`config.mk`:
```
export PLATFORM = sky130hd
export DESIGN_NAME = spi_tx_fifo
export DESIGN_NICKNAME = d
export VERILOG_FILES = /design/src/rtl/spi_tx_fifo.sv
export SDC_FILE = /design/constraint.sdc
export NUM_CORES = 1
export LEC_CHECK = 0
export BUFFER_PORTS_ARGS = -buffer_cell sky130_fd_sc_hd__buf_2
export CELL_PAD_IN_SITES_DETAIL_PLACEMENT = 2
export CELL_PAD_IN_SITES_GLOBAL_PLACEMENT = 2
export CORE_AREA = 10 10 226 228
export CTS_CLUSTER_DIAMETER = 80
export DETAILED_ROUTE_END_ITERATION = 8
export DIE_AREA = 0 0 236 238
export PLACE_DENSITY_LB_ADDON = 0.1
export SLEW_MARGIN = 40
export SYNTH_ARGS = -nofsm -noshare
export SYNTH_HDL_FRONTEND = slang
export SYNTH_SLANG_ARGS = --single-unit
```
`constraint.sdc`:
```
create_clock -name CLK -period 20.4 [get_ports CLK]
set_input_delay 2.04 -clock CLK [delete_from_list [all_inputs] [get_ports CLK]]
set_output_delay 2.04 -clock CLK [all_outputs]
set_load 0.005 [all_outputs]
```
`src/rtl/spi_tx_fifo.sv`:
```
// spi_tx_fifo: transmit command queue between the MMU/bus side and the SPI engine.
//
// Optional feature macro: SPI_TX_FIFO_FWFT_EN
//   defined   -> first-word-fall-through: D_out shows the head entry while pndgn=1.
//   undefined -> D_out is registered and loads the popped entry one cycle after
//                an accepted pop (1-cycle read latency).
//
// Parameters
//   WIDTH    : command word width {pad,dest,origin,index,addr,data}
//   DEPTH    : number of entries (power of two, >= 2)
//   AF_LEVEL : almost-full threshold on count
//
// Ports
//   CLK      in   clock; all state changes on the rising edge
//   reset_n  in   asynchronous active-low reset
//   push     in   write request
//   data_in  in   word to write
//   pop      in   read request
//   clr_err  in   synchronous clear of ovf/udf (wins over a same-cycle set)
//   D_out    out  head-of-queue / popped word
//   pndgn    out  FIFO not empty
//   full_tx  out  FIFO full
//   afull    out  count >= AF_LEVEL
//   count    out  occupancy
//   ovf      out  sticky overflow (push while full with no concurrent pop)
//   udf      out  sticky underflow (pop while empty)

module spi_tx_fifo #(
    parameter int unsigned WIDTH    = 64,
    parameter int unsigned DEPTH    = 8,
    parameter int unsigned AF_LEVEL = DEPTH - 2
) (
    input  logic                     CLK,
    input  logic                     reset_n,
    input  logic                     push,
    input  logic [WIDTH-1:0]         data_in,
    input  logic                     pop,
    input  logic                     clr_err,
    output logic [WIDTH-1:0]         D_out,
    output logic                     pndgn,
    output logic                     full_tx,
    output logic                     afull,
    output logic [$clog2(DEPTH):0]   count,
    output logic                     ovf,
    output logic                     udf
);

    localparam int unsigned AW = $clog2(DEPTH);

    // Thresholds sized to the count register so the compares are width-exact.
    localparam logic [AW:0] FULL_CNT = DEPTH[AW:0];
    localparam logic [AW:0] AF_CNT   = AF_LEVEL[AW:0];

    logic [WIDTH-1:0] mem [DEPTH];

    logic [AW-1:0] wr_ptr_q, rd_ptr_q;
    logic [AW:0]   cnt_q, cnt_d;
    logic          ovf_q, udf_q;

    logic          pop_acc, push_acc;

    // Status flags decode only the registered count, so push/pop never reach
    // them combinationally.
    assign pndgn   = (cnt_q != '0);
    assign full_tx = (cnt_q == FULL_CNT);
    assign afull   = (cnt_q >= AF_CNT);
    assign count   = cnt_q;
    assign ovf     = ovf_q;
    assign udf     = udf_q;

    // A pop is honoured only with data pending. A push is honoured when there is
    // room, or when full but the head is leaving in the same cycle.
    assign pop_acc  = pop & pndgn;
    assign push_acc = push & (~full_tx | pop_acc);

    always_comb begin
        cnt_d = cnt_q;
        unique case ({push_acc, pop_acc})
            2'b10:   cnt_d = cnt_q + 1'b1;
            2'b01:   cnt_d = cnt_q - 1'b1;
            default: cnt_d = cnt_q;
        endcase
    end

    // Pointers wrap naturally because DEPTH is a power of two.
    always_ff @(posedge CLK or negedge reset_n) begin
        if (!reset_n) begin
            wr_ptr_q <= '0;
            rd_ptr_q <= '0;
            cnt_q    <= '0;
        end else begin
            if (push_acc) wr_ptr_q <= wr_ptr_q + 1'b1;
            if (pop_acc)  rd_ptr_q <= rd_ptr_q + 1'b1;
            cnt_q <= cnt_d;
        end
    end

    // Sticky error flags; clr_err overrides a set in the same cycle.
    always_ff @(posedge CLK or negedge reset_n) begin
        if (!reset_n) begin
            ovf_q <= 1'b0;
            udf_q <= 1'b0;
        end else if (clr_err) begin
            ovf_q <= 1'b0;
            udf_q <= 1'b0;
        end else begin
            if (push && !push_acc) ovf_q <= 1'b1;
            if (pop && !pndgn)     udf_q <= 1'b1;
        end
    end

    // Storage is not reset. The reset_n term keeps a push that coincides with
    // reset from landing in the array.
    always_ff @(posedge CLK) begin
        if (push_acc && reset_n) begin
            mem[wr_ptr_q] <= data_in;
        end
    end

`ifdef SPI_TX_FIFO_FWFT_EN
    // Head entry is visible as soon as pndgn rises; zero while empty so the
    // output matches its reset value.
    assign D_out = pndgn ? mem[rd_ptr_q] : '0;
`else
    logic [WIDTH-1:0] dout_q;

    always_ff @(posedge CLK or negedge reset_n) begin
        if (!reset_n) begin
            dout_q <= '0;
        end else if (pop_acc) begin
            dout_q <= mem[rd_ptr_q];
        end
    end

    assign D_out = dout_q;
`endif

endmodule

```
==> metrics.yaml <==
clock_tree:
  insertion_delay_ps: 620
  holdBufCountCts: 0
  post_cts_buffers: 0
  numCtsBuffers: 61
  cts.sinks: 588
  cts_root_buf: "clkbuf_16"
  clk_pin_slew_ps: 60
  tritoncts: "done"
  cts_resized: 0
  htreeDepth: 2
  clockBufferDepth: 3
power_and_ir_drop:
  p_clk_share_pct: 30.1
  p_sw_uw: 1160
  internal_power_uw: 2510
  pwr-share-comb_pct: 27.2
  p_leak_uw: 0.00917
  p_per_area_nw_per_um2: 142
  power_frac_seq_pct: 42.8
  peakVddDrop_v: 0.0000851
  switching_share_pct: 31.5
setup_path:
  critPathMaxStageDelay_ps: 600
  cp_cell_sequence: "buf_2, inv_1, a21boi_1, nand2_1, nor3_2, buf_4, buf_4"
  critPathTopFamily: "buffers and inverters"
  cp.required_ps: 20640
  end_kind: "flop"
  path_class: "input pin to flop"
  slowest_stage: "buf_4"
  crit_top_cell: "buf_4"
  cp_max_fo: 35
  cp.arrival_ps: 4300
  worst-path-buf-inv: 4
  critPathLaunchType: "input pin"
synthesis:
  synth_area_um2: 22500
  synth_top_cell_area_share_pct: 68.3
  avgSynthCellArea_um2: 18.2
  synth_fp_nets: 1314
  async_reset_ff_share_pct: 12.9
  seq_area_frac_synth_pct: 76.7
  ys.flop_type: "edfxtp_1"
  netlist_top_cells_area: "edfxtp_1, dfrtp_1, mux2_2, mux2i_1, o221ai_1"
  yosys_warnings: 0
  synth_cells: 1239
  synth_top_area_cell: "edfxtp_1"
  ys_ff_latch: 588
  synth_edf_count: 512
  yosys.cell_types.count: 42
drt:
  vias: 12051
  drc_errors: 0
  viasPerCell: 5.86
  drt-initial-drc-count: 830
  totalWireLength_um: 61000
  wl_per_cell_um: 29.7
  drtAntennaViolNets: 0
  drtPass1Iterations: 5
placed_design:
  detailed_place_hpwl_um: 35400
  place_area_um2: 23800
  portBuffers: 141
  finalWeightedCongestion: 0.706
cells_and_area:
  final_cell_mix: "edfxtp_1, buf_2, mux2i_1"
  nNetsFinal: 1472
  final_common_cell: "edfxtp_1"
  multi_input_area_um2: 4790
  drive_above_1_share_pct: 27.5
  area_delta_synth_final_pct: 14.7
  seq_area_um2: 17300
  fillCellCount: 3992
  fin_area_um2: 25800
sta:
  min_period_ps: 4050
  tns_ps: 0
  setup_viol: 0
  hold_viol_final: 0
  max_freq_mhz: 247
  slew_headroom_pct: 45.3
  rsz0062_at_grt: "false"
  tightest_slew_ps: 820
  fin_skew_ps: 18.3
  drv_slew: 0
  period_share_pct: 19.9
global_routing:
  grt_antenna_before_repair: 8
  grt_overflow: 0
  grt_pass1_wl_um: 91600
  grt_max_degree: 71
  grt_usage_pct: 21.5
  grt_pass1_vias: 13852
floorplanning:
  die_w_um: 236
  ioPinCount: 142
  design.die.area_um2: 56200
  fp.dieH_um: 238
  start_util_pct: 48.6
  coreArea_um2: 46400
  row_count: 79
run_status:
  outcome: "finished, final reports clean"
flow_run:
  cap_violations: 0
min_path:
  min_path_type: "flop to flop"
## cells in the mapped netlist (all sizes together) (2+ instances only)
library cell and instances:
edfxtp 512, mux2i 129, mux2 128, nand2 79, dfrtp 76, o21ai 67, a22oi 46, buf 46
o221ai 46, clkbuf 24, a221o 18, o22ai 18, inv 9, ha 5, nor2 5, nor3 5
xnor2 5, nor4 4, a21oi 2, nand2b 2
## power groups by stage
| stage | logic (uW) | registers (uW) | clock network, uW |
|---|---|---|---|
| 5_1_grt | 1080 | 1580 | 1170 |
| 4_1_cts | 1010 | 1570 | 1120 |
| 3_5_place_dp | 1000 | 1590 | 0 |
| 3_3_place_gp | 937 | 1570 | 0 |
| 6_report | 996 | 1570 | 1100 |
| 2_1_floorplan | 668 | 1560 | 0 |
## final timing paths
| kind | to | cells past startpoint | slack, ps | start |
|---|---|---|---|---|
| worst max-delay path | mem[3][63] | 7 | 16350 | pop |
| worst min-delay path | D_out[11] | 2 | 480 | D_out[11] |
| worst max register to register | count[3] | 9 | 17080 | count[0] |
| worst min register to register | D_out[11] | 2 | 480 | D_out[11] |
| max in group asynchronous | D_out[2] | 2 | 17870 | reset_n |
| min in group asynchronous | ovf | 1 | 1400 | reset_n |
## registers in the layout, summed over array words and instances, names as in the netlist
name and count:
D_out 64, count 4, mem 512, ovf 1
rd_ptr_q 3, udf 1, wr_ptr_q 3
## metal layers
layer / GRT usage (%) / share of wire, % / vias to the layer above
li1: - / - / 5243
met1: 25.2 / 40 / 6477
met2: 39.2 / 53 / 229
met3: 4.39 / 4.0 / 94
met4: 6.24 / 2.2 / 8
met5: 0 / 0.085 / -
## cells by family after synthesis
family                     Yosys count  share of synthesized area [%]
DFF                                588                           76.7
muxes                              257                           12.1
AOI/OAI and AO/OA                  201                           6.29
and+or+nand+nor                    102                           1.94
buffers and inverters               79                           2.32
xor gates and xnor gates             6                          0.233
adders and majority gates            6                          0.367
## stage by stage
stage / cells / hold slack (ps) / setup WS, ps / total power (uW) / utilization [%]
global placement: 1938 / 461 / 15910 / 2510 / 51.2
global route: 2057 / 504 / 16290 / 3830 / 55.7
floorplan: 1239 / 478 / 11230 / 2230 / -
detailed placement: 1940 / 474 / 15700 / 2590 / 51.4
CTS: 2053 / 489 / 16260 / 3710 / 55.6
finish: 2058 / 482 / 16350 / 3670 / 55.7
## tightest hold or removal path, stage by stage (launching register included)
cell	delay, ps
dfrtp_1	340
nand2_1	50
o21ai_1	60
## cell type report
cell class,count,area share [%]
Sequential cell,588,66.9
Multi-Input combinational cell,572,18.6
Clock buffer,97,7.02
Timing Repair Buffer,165,3.81
Tap cell,607,2.94
Clock inverter,16,0.605
Inverter,9,0.131
Antenna cell,4,0.0387
No activity file was read; power rests on OpenSTA's default activity.
